==> config.mk <==
export PLATFORM = sky130hd
export DESIGN_NAME = l2_line_responder
export DESIGN_NICKNAME = d
export VERILOG_FILES = /design/src/rtl/l2_line_responder.sv
export SDC_FILE = /design/constraint.sdc
export NUM_CORES = 1
export LEC_CHECK = 0
export CAP_MARGIN = 10
export CORE_AREA = 2 2 239 241
export DETAILED_ROUTE_END_ITERATION = 10
export DIE_AREA = 0 0 241 243
export HOLD_SLACK_MARGIN = 0.15
export PLACE_DENSITY = 0.67
export SYNTH_ARGS = -nofsm -noshare
export SYNTH_HDL_FRONTEND = slang
export SYNTH_SLANG_ARGS = --single-unit
export TNS_END_PERCENT = 1
==> constraint.sdc <==
create_clock -name clk -period 29.2 [get_ports clk]
set_clock_uncertainty 0.15 [all_clocks]
set_input_delay 2.92 -clock clk [delete_from_list [all_inputs] [get_ports clk]]
set_output_delay 2.92 -clock clk [all_outputs]
set_load 0.05 [all_outputs]
==> src/rtl/l2_line_responder.sv <==
// L2 responder for L1 I-cache line fills: fetches a 64-byte line as sixteen
// 32-bit memory beats and answers repeat requests from a one-entry line buffer.
module l2_line_responder #(
    parameter int unsigned LINE_ADDR_WIDTH    = 26,
    parameter bit          ENABLE_LINE_BUFFER = 1'b1
) (
    input  logic                       clk,
    input  logic                       reset,
    input  logic                       l2_read_i,
    input  logic [LINE_ADDR_WIDTH-1:0] l2_addr_i,
    output logic                       l2_ack_o,
    output logic [511:0]               l2_data_o,
    input  logic                       flush_i,
    output logic                       mem_read_o,
    output logic [31:0]                mem_addr_o,
    input  logic                       mem_ack_i,
    input  logic [31:0]                mem_data_i
);

    typedef enum logic [1:0] {
        S_IDLE,
        S_FETCH,
        S_ACK
    } state_t;

    state_t                     r_state;
    state_t                     w_next;
    logic [3:0]                 r_beat;
    logic [LINE_ADDR_WIDTH-1:0] r_line_addr;
    logic [LINE_ADDR_WIDTH-1:0] r_buf_addr;
    logic                       r_buf_valid;
    logic                       r_flush_seen;
    logic [511:0]               r_line;

    logic w_hit;
    logic w_start_fill;
    logic w_beat_ack;
    logic w_fill_done;

    // A flush arriving with the request wins over a buffer hit.
    assign w_hit = ENABLE_LINE_BUFFER && r_buf_valid &&
                   (l2_addr_i == r_buf_addr) && !flush_i;

    assign mem_addr_o = 32'({r_line_addr, r_beat, 2'b00});
    assign l2_data_o  = r_line;

    always_ff @(posedge clk or posedge reset) begin
        if (reset) begin
            r_state <= S_IDLE;
        end else begin
            r_state <= w_next;
        end
    end

    always_comb begin
        w_next       = r_state;
        l2_ack_o     = 1'b0;
        mem_read_o   = 1'b0;
        w_start_fill = 1'b0;
        w_beat_ack   = 1'b0;
        w_fill_done  = 1'b0;
        case (r_state)
            S_IDLE: begin
                if (l2_read_i) begin
                    if (w_hit) begin
                        w_next = S_ACK;
                    end else begin
                        w_start_fill = 1'b1;
                        w_next       = S_FETCH;
                    end
                end
            end
            S_FETCH: begin
                mem_read_o = 1'b1;
                if (mem_ack_i) begin
                    w_beat_ack = 1'b1;
                    if (r_beat == 4'd15) begin
                        w_fill_done = 1'b1;
                        w_next      = S_ACK;
                    end
                end
            end
            S_ACK: begin
                // A requester that abandoned mid-fill gets no ack.
                l2_ack_o = l2_read_i;
                w_next   = S_IDLE;
            end
            default: begin
                w_next = S_IDLE;
            end
        endcase
    end

    always_ff @(posedge clk or posedge reset) begin
        if (reset) begin
            r_beat       <= '0;
            r_line_addr  <= '0;
            r_buf_addr   <= '0;
            r_buf_valid  <= 1'b0;
            r_flush_seen <= 1'b0;
            r_line       <= '0;
        end else begin
            if (r_state == S_IDLE && l2_read_i) begin
                r_line_addr <= l2_addr_i;
            end

            if (w_start_fill) begin
                r_beat       <= '0;
                r_flush_seen <= 1'b0;
            end else begin
                if (r_state == S_FETCH && flush_i) begin
                    r_flush_seen <= 1'b1;
                end
                if (w_beat_ack) begin
                    r_beat <= r_beat + 4'd1;
                end
            end

            // Word k of the line lives at bits [511-32k -: 32].
            if (w_beat_ack) begin
                for (int unsigned k = 0; k < 16; k++) begin
                    if (r_beat == 4'(k)) begin
                        r_line[511-32*k -: 32] <= mem_data_i;
                    end
                end
            end

            if (w_fill_done) begin
                r_buf_addr <= r_line_addr;
            end

            if (flush_i) begin
                r_buf_valid <= 1'b0;
            end else if (w_fill_done && !r_flush_seen) begin
                r_buf_valid <= ENABLE_LINE_BUFFER;
            end
        end
    end

endmodule

==> summary.txt <==
Status
  – Outcome: finished clean

Route
  – Per-cell via count in the routed design: between 4 and 5
  – Mean routed wirelength per cell: around 24 um
  – Post-detailed-routing wire length: 66.8 mm
  – First DRT Iteration DRCs: approximately 500
  – 1st-pass router iterations: 4
  – DR vias: around 14,000
  – Drc violations: 0
  – Antenna violation net count after detailed routing: 0

Run
  – Max capacitance violation total: 0

CTS
  – CTS tree: yes
  – H-tree depth reported by CTS: 2
  – CTS sink count: around 570
  – Post-CTS setup repair buffer count: 0
  – Master cell of the clock root buffer: clkbuf_16
  – Resized Gates After CTS: 0
  – Clock-pin slew on the worst setup and hold paths: 0.06 ns
  – Maximum buffer depth of the clock tree: 3
  – Post-CTS Hold Buffers: 0
  – Total clock buffers created by CTS: between 50 and 60
  – Clock latency on the worst-skew pair: roughly 0.6 ns

Floorplanning
  – Ports placed on the boundary: around 610
  – Initial Utilization: 0.390
  – Std-Cell Core Area: between 50,000 and 60,000 um2
  – Die outline area: 58,600 um2
  – Die width: roughly 240 um
  – Die Y: approximately 240 um
  – Row cnt: 87

Critical path
  – Worst path depth: 3
  – Ordered list of cells on the worst path: clkdlybuf4s50_1 > and3b_1 > clkdlybuf4s50_1
  – Slowest stage cell, crit path: clkdlybuf4s50_1
  – Crit path capture type: output port
  – Crit path required time: ~26 ns
  – Biggest fanout along the worst timing path: 3
  – Cells on worst reg2reg path: 5
  – Register-to-register path setup slack: 26.21 ns
  – Worst endpoint data arrival time: between 4 and 5 ns
  – Buffer and inverter count on the worst path: 2
  – Worst flop-to-flop path endpoint: l2_data_o[266]$_DFFE_PP0P_
  – Delay-heaviest family, CP: buffers and inverters
  – Capture point of the worst path: l2_ack_o
  – Source of the worst register-to-register timing path: r_beat[0]$_DFFE_PP0P_
  – Crit path kind: input port to output port
  – CP startpoint kind: input port
  – Critical Path Max Stage Delay: roughly 0.80 ns
  – Most prevalent standard cell on the critical path: clkdlybuf4s50_1
  – Worst setup path start: l2_read_i

Cells and area
  – Share of post-route cells with drive strength above 1: 0.329
  – Number of nets in the layout: about 2,000
  – Number of fill cells in the layout: ~4,600
  – Most common cell after layout, fill and taps aside: clkdlybuf4s50_1
  – Highest-count cells in the layout ignoring fill and taps: 606 x clkdlybuf4s50_1, 572 x dfrtp_1, 532 x mux2_2
  – Layout overhead on the synthesized area: 39.6%

Logic synthesis
  – Top FF cell, synth: dfrtp_1
  – Portion of the post-synthesis area used by sequential elements: 0.655
  – Syn Inst Count: 1,385
  – Warnings, synthesis: 0
  – Area of the mapped netlist: about 22,000 um2
  – Largest area contributor in the netlist: dfrtp_1
  – Synthesized area per cell: around 16 um2
  – Flip-flop and latch count after synthesis: around 570
  – Proportion of netlist area held by the largest area contributor: 0.655
  – Synth area leaders: dfrtp_1 66%, mux2_2 27%, nand2_1 1.6%
  – Cell variety after synth: 39
  – EDFF count, synth: 0
  – Proportion of register bits with asynchronous set or reset after synthesis: 1.00

Global route
  – All-layer global routing usage: 0.226
  – Vias in the first global route: between 10,000 and 15,000
  – Remaining global-route overflow: 0
  – Wire length of the first global-routing pass: 97.8 mm
  – Antenna violations before repair: 1
  – Pin count of the biggest net entering global routing: between 100 and 150

Placement
  – Post-DP HPWL: about 47 mm
  – Global placer's final weighted congestion: approximately 0.80
  – Total of buffers placed on input and output ports: between 600 and 700

STA
  – Post-route minimum period: 7.46 ns
  – Pins Over Slew Limit: 0
  – Final number of setup-violating endpoints: 0
  – Slew Limit Headroom: 0.147
  – Worst-Margin Slew: 1.28 ns
  – Fin crit share: 0.255
  – Setup TNS: 0 ns
  – Final hold violations: 0
  – RSZ-0062 raised after global routing: false
  – Upper clock frequency limit: approximately 130 MHz

Min path
  – Hold Startpoint: l2_data_o[365]$_DFFE_PP0P_
  – Min-delay worst type: register to register
-- routing by layer --
layer | vias to the layer above | track usage | share of wire
met3 | 108 | 0.0695 | 0.078
met2 | 421 | 0.386 | 0.50
met5 | - | 0 | 0
met1 | 7148 | 0.272 | 0.39
met4 | 0 | 0.0733 | 0.029
li1 | 5965 | - | -
-- cell type report --
class / count / area [um2] / area share
Antenna cell: 1 / 2.50 / 0.0000820
Timing Repair Buffer: 624 / 6200 / 0.203
Multi-Input combinational cell: 714 / 7100 / 0.233
Tap cell: 756 / 946 / 0.0310
Clock buffer: 84 / 1690 / 0.0554
Clock inverter: 21 / 236 / 0.00775
Sequential cell: 572 / 14300 / 0.469
Inverter: 3 / 18.8 / 0.000615
-- synth_stat cells, types with 2 or more instances --
cell and count:
inv_1 3, o21ai_0 5, buf_2 39, nor2_1 4
nand4_1 6, mux2_1 7, xnor2_1 3, nand2_1 93
clkbuf_1 40, clkbuf_2 4, nor4_1 6, and2_1 3
mux2_2 532, dfrtp_1 572, buf_4 11, buf_6 3
nand2b_1 3, ha_1 4, nor2b_1 2, xor2_1 26
-- flip-flops by register name, summed over array words and instances (netlist names) --
signal / cells
r_state: 2
r_line_addr: 26
r_beat: 4
r_flush_seen: 1
r_buf_addr: 26
l2_data_o: 512
r_buf_valid: 1
-- cell families (layout without fill, tap and decap cells) --
| logic type | after synthesis | in the layout | share of synthesized area |
|---|---|---|---|
| mux | 539 | 539 | 0.278 |
| simple gates | 129 | 129 | 0.0271 |
| compound gates | 11 | 11 | 0.00326 |
| xor+xnor | 29 | 29 | 0.0116 |
| other cells | 1 | 3 | 0.000172 |
| buf+inv | 100 | 732 | 0.0226 |
| fa+ha+maj | 4 | 4 | 0.00229 |
| flops | 572 | 572 | 0.655 |
-- worst min path at each step --
stage | cells after the start | endpoint | slack, ns
4_1_cts | 1 | l2_data_o[408]$_DFFE_PP0P_ | 0.35
5_1_grt | 1 | l2_data_o[10]$_DFFE_PP0P_ | 0.36
6_report | 1 | l2_data_o[365]$_DFFE_PP0P_ | 0.34
3_3_place_gp | 1 | l2_data_o[322]$_DFFE_PP0P_ | 0.32
3_5_place_dp | 1 | l2_data_o[365]$_DFFE_PP0P_ | 0.33
2_1_floorplan | 1 | r_buf_addr[0]$_DFFE_PP0P_ | 0.35
-- worst register-to-register path, cell delays in order (launching register included) --
cell	delay, ns
dfrtp_1	0.46
ha_1	0.30
nand4b_2	0.25
nor3b_4	0.78
buf_4	0.52
mux2_2	0.43
-- stage by stage --
stage / hold WS [ns] / setup WS [ns] / util / area [um2] / instances
5_1_grt: 0.358 / 21.49 / 0.545 / 30500 / 2775
3_3_place_gp: 0.323 / 21.45 / 0.511 / 28600 / 2668
3_5_place_dp: 0.329 / 21.33 / 0.511 / 28600 / 2668
2_1_floorplan: 0.350 / 10.13 / - / 21900 / 1386
6_report: 0.340 / 21.74 / 0.545 / 30500 / 2775
4_1_cts: 0.345 / 21.74 / 0.545 / 30500 / 2773
Power is not shown: default switching activity piles up to over one toggle a cycle in this logic, so the estimate is an artifact.
